`src/rtl/bg_affine_pixel_fetch.sv`:
```
// Affine BG pixel fetcher: turns one texture coordinate into a palette index
// through two dependent VRAM byte reads (map entry, then 8bpp tile texel).
module bg_affine_pixel_fetch #(
  parameter int unsigned ADDR_W = 17
) (
  input  logic              clock,
  input  logic              reset,
  input  logic              start,
  input  logic [9:0]        x,
  input  logic [9:0]        y,
  input  logic              overflow,
  input  logic [1:0]        map_size,
  input  logic              wrap,
  input  logic [4:0]        screen_base,
  input  logic [1:0]        char_base,
  input  logic              abort,
  output logic              vram_req,
  output logic [ADDR_W-1:0] vram_addr,
  input  logic              vram_ack,
  input  logic [15:0]       vram_rdata,
  output logic              busy,
  output logic              pixel_valid,
  output logic [7:0]        palette_idx,
  output logic              transparent
);

  localparam int unsigned COORD_W = 10;
  localparam int unsigned SPAN_W  = 11;
  localparam int unsigned VA_W    = 16;

  typedef enum logic [2:0] {
    ST_IDLE,
    ST_CHECK,
    ST_MAP_RD,
    ST_TILE_RD,
    ST_DONE
  } state_e;

  state_e             state_q, state_d;
  logic               req_q, req_d;
  logic [VA_W-1:0]    addr_q, addr_d;
  logic               busy_q, busy_d;
  logic               pv_q, pv_d;
  logic [7:0]         pal_q, pal_d;
  logic               transp_q, transp_d;
  logic [COORD_W-1:0] x_q, x_d, y_q, y_d;
  logic               ovf_q, ovf_d;
  logic [1:0]         size_q, size_d;
  logic               wrap_q, wrap_d;
  logic [4:0]         sbase_q, sbase_d;
  logic [1:0]         cbase_q, cbase_d;

  logic [SPAN_W-1:0]  span;
  logic [COORD_W-1:0] mask, xm, ym;
  logic               outside;
  logic [VA_W-1:0]    map_addr, tile_addr;
  logic [7:0]         rd_byte;

  // Map side length is a power of two dividing 1024, so masking is the wrap modulus
  always_comb begin
    span      = SPAN_W'(11'd128) << size_q;
    outside   = ovf_q | ({1'b0, x_q} >= span) | ({1'b0, y_q} >= span);
    mask      = COORD_W'(span - SPAN_W'(1));
    xm        = x_q & mask;
    ym        = y_q & mask;
    rd_byte   = addr_q[0] ? vram_rdata[15:8] : vram_rdata[7:0];
    map_addr  = {sbase_q, 11'b0}
              + (VA_W'(ym[9:3]) << (3'd4 + {1'b0, size_q}))
              + VA_W'(xm[9:3]);
    tile_addr = {cbase_q, 14'b0} + {2'b0, rd_byte, 6'b0} + VA_W'({ym[2:0], xm[2:0]});
  end

  always_comb begin
    state_d  = state_q;
    req_d    = req_q;
    addr_d   = addr_q;
    busy_d   = busy_q;
    pv_d     = 1'b0;
    pal_d    = pal_q;
    transp_d = transp_q;
    x_d      = x_q;
    y_d      = y_q;
    ovf_d    = ovf_q;
    size_d   = size_q;
    wrap_d   = wrap_q;
    sbase_d  = sbase_q;
    cbase_d  = cbase_q;

    case (state_q)
      ST_IDLE: begin
        if (start) state_d = ST_CHECK;
      end
      ST_CHECK: begin
        if (outside && !wrap_q) begin
          state_d  = ST_DONE;
          pal_d    = 8'd0;
          transp_d = 1'b1;
          pv_d     = 1'b1;
        end else begin
          state_d = ST_MAP_RD;
          req_d   = 1'b1;
          addr_d  = map_addr;
        end
      end
      ST_MAP_RD: begin
        if (vram_ack) begin
          state_d = ST_TILE_RD;
          addr_d  = tile_addr;
        end
      end
      ST_TILE_RD: begin
        if (vram_ack) begin
          state_d  = ST_DONE;
          req_d    = 1'b0;
          pal_d    = rd_byte;
          transp_d = (rd_byte == 8'd0);
          pv_d     = 1'b1;
        end
      end
      ST_DONE: begin
        state_d = start ? ST_CHECK : ST_IDLE;
      end
      default: begin
        state_d = ST_IDLE;
        req_d   = 1'b0;
      end
    endcase

    // Request capture happens only in states that can accept a new start
    if (start && (state_q == ST_IDLE || state_q == ST_DONE)) begin
      x_d     = x;
      y_d     = y;
      ovf_d   = overflow;
      size_d  = map_size;
      wrap_d  = wrap;
      sbase_d = screen_base;
      cbase_d = char_base;
    end

    busy_d = (state_d != ST_IDLE);

    // Abort overrides everything, including an ack or start in the same cycle
    if (abort) begin
      state_d  = ST_IDLE;
      req_d    = 1'b0;
      busy_d   = 1'b0;
      pv_d     = 1'b0;
      pal_d    = pal_q;
      transp_d = transp_q;
      x_d      = x_q;
      y_d      = y_q;
      ovf_d    = ovf_q;
      size_d   = size_q;
      wrap_d   = wrap_q;
      sbase_d  = sbase_q;
      cbase_d  = cbase_q;
    end
  end

  always_ff @(posedge clock or posedge reset) begin
    if (reset) begin
      state_q  <= ST_IDLE;
      req_q    <= 1'b0;
      addr_q   <= '0;
      busy_q   <= 1'b0;
      pv_q     <= 1'b0;
      pal_q    <= 8'd0;
      transp_q <= 1'b0;
      x_q      <= '0;
      y_q      <= '0;
      ovf_q    <= 1'b0;
      size_q   <= 2'd0;
      wrap_q   <= 1'b0;
      sbase_q  <= 5'd0;
      cbase_q  <= 2'd0;
    end else begin
      state_q  <= state_d;
      req_q    <= req_d;
      addr_q   <= addr_d;
      busy_q   <= busy_d;
      pv_q     <= pv_d;
      pal_q    <= pal_d;
      transp_q <= transp_d;
      x_q      <= x_d;
      y_q      <= y_d;
      ovf_q    <= ovf_d;
      size_q   <= size_d;
      wrap_q   <= wrap_d;
      sbase_q  <= sbase_d;
      cbase_q  <= cbase_d;
    end
  end

  assign vram_req    = req_q;
  assign vram_addr   = ADDR_W'(addr_q);
  assign busy        = busy_q;
  assign pixel_valid = pv_q;
  assign palette_idx = pal_q;
  assign transparent = transp_q;

endmodule

```
`config.mk`:
```
export PLATFORM = sky130hd
export DESIGN_NAME = bg_affine_pixel_fetch
export DESIGN_NICKNAME = d
export VERILOG_FILES = /design/src/rtl/bg_affine_pixel_fetch.sv
export SDC_FILE = /design/constraint.sdc
export NUM_CORES = 1
export LEC_CHECK = 0
export BUFFER_PORTS_ARGS = -buffer_cell sky130_fd_sc_hd__buf_2
export CAP_MARGIN = 20
export CORE_ASPECT_RATIO = 1.1
export CORE_MARGIN = 2
export CORE_UTILIZATION = 50
export CTS_CLUSTER_SIZE = 40
export DETAILED_ROUTE_END_ITERATION = 16
export PLACE_DENSITY = 0.76
export SETUP_SLACK_MARGIN = 0.4
export SKIP_LAST_GASP = 1
export SLEW_MARGIN = 20
export SYNTH_ARGS = -nofsm -noshare
export SYNTH_HDL_FRONTEND = slang
export SYNTH_SLANG_ARGS = --single-unit
```
`constraint.sdc`:
```
create_clock -name clock -period 4.55 [get_ports clock]
set_clock_uncertainty 0.05 [all_clocks]
set_input_delay 0.91 -clock clock [delete_from_list [all_inputs] [get_ports clock]]
set_output_delay 0.91 -clock clock [all_outputs]
set_load 0.02 [all_outputs]
```
## Word-level counts from Yosys, hierarchy flattened

Index checks and enable logic that the tools add are counted.

| storage, ports and cells | value |
|---|---|
| bits in registers | 62 |
| output and inout port bits | 29 |
| word-level logic and storage cells | 80 |

| operators by class | value |
|---|---|
| $add $sub $neg | 6 |
| magnitude comparators | 2 |
| equality and inequality tests | 11 |
| shift operators | 2 |
| muxes and demuxes | 26 |
| bitwise operators | 5 |
| reduce and logical (&&, ||, !) cells | 14 |

Operators with widths:

| kind | count |
|---|---|
| 16-bit two-way mux | 2 |
| 16-bit one-hot mux with 2 select lines | 1 |
| 8-bit two-way mux | 3 |
| 10-bit by 11-bit >= comparator with 1-bit output | 2 |
| 10-bit AND | 2 |
| 16-bit by 14-bit adder with 16-bit output | 1 |
| 16-bit adder | 1 |
| 16-bit by 6-bit adder with 16-bit output | 1 |
| 16-bit by 7-bit adder with 16-bit output | 1 |
| 8-bit one-hot mux with 2 select lines | 1 |
| 7-bit by 3-bit << shifter with 16-bit output | 1 |
| 3-bit two-way mux | 5 |
| 3-bit one-hot mux with 5 select lines | 1 |
| 8-bit by 2-bit << shifter with 11-bit output (first input constant) | 1 |
| 1-bit two-way mux | 10 |
| 10-bit by 1-bit subtractor with 10-bit output (second input constant) | 1 |
| 8-bit logical NOT | 1 |
| 2-bit != test (second input constant) | 4 |
| 3-bit by 2-bit == test with 1-bit output (second input constant) | 2 |
| 3-bit != test (second input constant) | 2 |
| 3-bit AND reduction | 2 |
| 1-bit one-hot mux with 2 select lines | 2 |
| 4-bit AND reduction | 1 |
| 2-bit nonzero test | 2 |
| 14 further kinds | 16 |

## Logic depth before layout (Yosys ltp)

| depth | value |
|---|---|
| depth in word-level cells | 9 |
| mapped depth | 13 |
| mapped depth without buffers | 11 |

## Worst setup path after synthesis

Ideal clock, no wire load.

| timing path | value |
|---|---|
| path kind | register to register |
| from | register size_q[0] |
| to | register pal_q[0] (netlist: palette_idx[0]) |
| setup time | 125 ps |
| arrival | 2,555 ps |
| data required time | 4,375 ps |
| path slack | 1,820 ps |
| cell stages (with the launch flop) | 11 |
| buffers on the path | 3 |
| path through | dfrtp_1 buf_6 clkbuf_1 or2_2 ha_1 o21ai_0 a221oi_1 nor3_2 nor4b_4 buf_6 mux2_4 |

| on the way | value |
|---|---|
| longest elaborated chain between the ends | 7 |
| elaborated cells between the ends (all ways) | 8 |
| those cells by class | 2 x order compare; 1 x eq/ne; 1 x shift; 2 x bitwise; 2 x reduce/logical |

RTL lines:

| what | line | text |
|---|---|---|
| start: declaration | 48 | `logic [1:0] size_q, size_d;` |
| start signal: assignment | 187 | `size_q <= size_d;` |
| 8-bit by 2-bit << shifter with 11-bit output * | 61 | `span = SPAN_W'(11'd128) << size_q;` |
| 10-bit by 11-bit >= comparator with 1-bit output | 62 | `outside = ovf_q \| ({1'b0, x_q} >= span) \| ({1'b0, y_q} >= span);` |
| 1-bit OR | 62 |  |
| 1-bit OR * | 62 |  |
| 1-bit logical AND * | 94 | `if (outside && !wrap_q) begin` |
| 2-bit != test (no line) * | n/a |  |
| 4-bit AND reduction (no line) * | n/a |  |
| end signal: assignment | 182 | `pal_q <= pal_d;` |
| end: declaration | 44 | `logic [7:0] pal_q, pal_d;` |

Every way passes the cells marked *; elsewhere a longest branch is shown, timed or not.
A chain may end at the register's enable or synchronous reset.

## Worst setup path in the final report

| timing path | value |
|---|---|
| from | register size_q[1] |
| to | register pal_q[7] (netlist: palette_idx[7]) |

The elaborated chain is that of the path after synthesis.

==> impl_metrics.env <==
export IMPL_ff2ff_path_depth=7
export IMPL_ys_ff_latch=62
export IMPL_via_per_inst=5.42
export IMPL_ys_seq_area_share_pct=44.8
export IMPL_clockBufferDepth=2
export IMPL_ant_nets=0
export IMPL_synthArstFlopShare_pct=100
export IMPL_synth_top_area_share_pct=44.8
export IMPL_grt_pass1_wl_um=12700
export IMPL_cp_endpoint="palette_idx[7]"
export IMPL_setup_viol=0
export IMPL_dieArea_mm2=0.00761
export IMPL_slew_headroom_pct=42.2
export IMPL_netlist_area_mm2=0.00347
export IMPL_grt_antenna_before_repair=0
export IMPL_die_x_um=83.4
export IMPL_cts_repair_resized=0
export IMPL_ys_warn_count=0
export IMPL_n_antenna_cell=0
export IMPL_cts_hold_buf=0
export IMPL_place_inst=468
export IMPL_final_cells=483
export IMPL_core_region_area_mm2=0.00663
export IMPL_path_clk_slew_ns=0.07
export IMPL_rsz0062_at_grt="no"
export IMPL_drtIter0Drc=110
export IMPL_fin_crit_sh_pct=72.2
export IMPL_finish_net_count=460
export IMPL_initial_core_util_pct=52.3
export IMPL_htreeDepth=3
export IMPL_cts_buffers=9
export IMPL_num_rows=31
export IMPL_worst_setup_path_type="reg -> reg"
export IMPL_layout_drive_gt1_share_pct=37.2
export IMPL_place_gp_congestion=0.864
export IMPL_dp_hpwl_um=5450
export IMPL_io_buffers=79
export IMPL_clock_latency_ns=0.35
export IMPL_ff2ff_setup_slack_ns=1.27
export IMPL_yosys_top_cells_area="dfrtp_1 (45%), mux2_2 (12%), mux2i_1 (6.1%)"
export IMPL_synth_edf_count=0
export IMPL_post_cts_buffers=0
export IMPL_placed_area_mm2=0.00389
export IMPL_cellLeakagePower_nw=1.94
export IMPL_grt_pass1_vias=2661
export IMPL_fin_area_mm2=0.00406
export IMPL_final_core_util_pct=61.2
export IMPL_syn_area_per_cell_um2=10.8
export IMPL_crit_start="size_q[1]"
export IMPL_status="completed"
export IMPL_end_kind="register"
export IMPL_ir_drop_uv=296
export IMPL_worstPathArrival_ns=3.47
export IMPL_synth_flop_cell="dfrtp_1"
export IMPL_clkSinkCount=62
export IMPL_io_pins=81
export IMPL_firstDrtPassIters=4
export IMPL_die_h_um=91.3
export IMPL_synth_cells=322
export IMPL_timing_rr_end="palette_idx[7]"
export IMPL_critPathLaunchType="register"
export IMPL_areaGrowthSynthToFinish_pct=17.1
export IMPL_yosys_area_top_type="dfrtp_1"
export IMPL_hold_viol_final=0
export IMPL_wl_um=7420
export IMPL_fmaxAchievable_mhz=305
export IMPL_maxCapViolations=0
export IMPL_overflow=0
export IMPL_ys_types=52
export IMPL_cts_tree="done"
export IMPL_timing_setup_tns_ns=0
export IMPL_tightest_slew_ns=0.863
export IMPL_min_path_type="reg -> reg"
export IMPL_drc=0
export IMPL_drv_slew=0
export IMPL_wl_per_cell_um=15.4
export IMPL_cp_required_ns=4.74
export IMPL_r2r_start="size_q[1]"
export IMPL_grt_max_degree=34
export IMPL_min_period_ns=3.28
export IMPL_cts_root_buf="clkbuf_8"
export IMPL_route_vias_total=2618
export IMPL_path_max_fanout=24
export IMPL_power_density_mw_per_mm2=552
export IMPL_syn_nets=385
export IMPL_track_usage_pct=21.1
-- sequential cells by signal (all words and copies together) (netlist names), 2 cells and up --
name         flops
addr_q          16
x_q             10
y_q             10
palette_idx      8
sbase_q          5
state_q          3
cbase_q          2
size_q           2
-- per-stage QoR --
stage          worst slack (ns)  total power (W)  hold slack (ns)
4_1_cts                    1.27          0.00226            0.433
3_5_place_dp               1.25          0.00182            0.419
5_1_grt                   0.987          0.00241            0.457
3_3_place_gp               1.35          0.00179            0.408
2_1_floorplan              1.82          0.00157            0.422
6_report                   1.27          0.00224            0.427
-- worst min path at each step --
stage	start	endpoint	slack, ns	cells past startpoint
floorplan	cbase_q[1]	cbase_q[1]	0.42	1
global placement	addr_q[2]	addr_q[2]	0.41	2
detailed placement	addr_q[8]	addr_q[8]	0.42	2
CTS	addr_q[8]	addr_q[8]	0.43	2
global route	addr_q[2]	addr_q[2]	0.46	2
finish	addr_q[8]	addr_q[8]	0.43	2
-- Yosys cell counts (2+ instances only) --
cell and instances:
dfrtp_1 62, mux2_2 37, nand2_1 26, nor2_1 25
mux2i_1 21, a21oi_1 18, o21ai_0 14, inv_1 13
ha_1 10, buf_2 7, mux2_4 7, clkbuf_1 6
nand2b_1 6, nor3_1 6, and3_1 5, xor2_1 5
nor2b_1 4, a211oi_1 3, buf_6 3, nand3_1 3
nand4_1 3, o21ai_1 3, xnor2_1 3, nor3_2 2
nor4_1 2, or2_2 2
-- routing by layer --
layer  global-route usage, %  vias up  wire length [um]
met3                    5.36       13               445
met4                    8.61        0               132
li1                        -     1276                 -
met1                    27.3     1245              3270
met2                    33.8       84              3570
met5                       0        -                 0
-- cell usage in the layout, fill, tap and decap left out, drive strengths merged, types with 6 or more instances in the layout --
cell type / count
mux2: 44
nor3: 8
ha: 10
inv: 14
mux2i: 21
buf: 82
nor2: 25
a21oi: 18
dfrtp: 62
nand2: 26
clkbuf: 14
nand2b: 6
o21ai: 17
-- where the power goes --
| part | switching, W | internal, W |
|---|---|---|
| Clock | 0.000202 | 0.000224 |
| Combinational | 0.000498 | 0.000423 |
| Sequential | 0.000172 | 0.000719 |
| Total | 0.000873 | 0.00137 |
-- cell families after synthesis --
| family | share of synthesized area [%] |
|---|---|
| fa+ha+maj | 4.19 |
| buf+inv | 4.48 |
| flops | 44.8 |
| compound gates | 9.31 |
| xor+xnor | 2.02 |
| other cells | 0.108 |
| simple gates | 13.4 |
| mux | 21.8 |
-- critical path: stages (launching register included) --
cell,delay (ns)
dfrtp_1,0.62
or2_2,0.44
ha_1,0.27
o21ai_0,0.08
a221oi_1,0.34
nor3_2,0.17
nor4b_4,0.79
mux2_2,0.42
-- area by class of cell --
class                   count  area, um^2
clock buffers              14         163
clock inverters             1        5.00
fillers                   575        2570
inverters                  14        52.6
multi-input cells         228        1770
flip-flops and latches     62        1550
well taps                  82         103
repair buffers             82         418
Power figures use the tool's default switching activity.
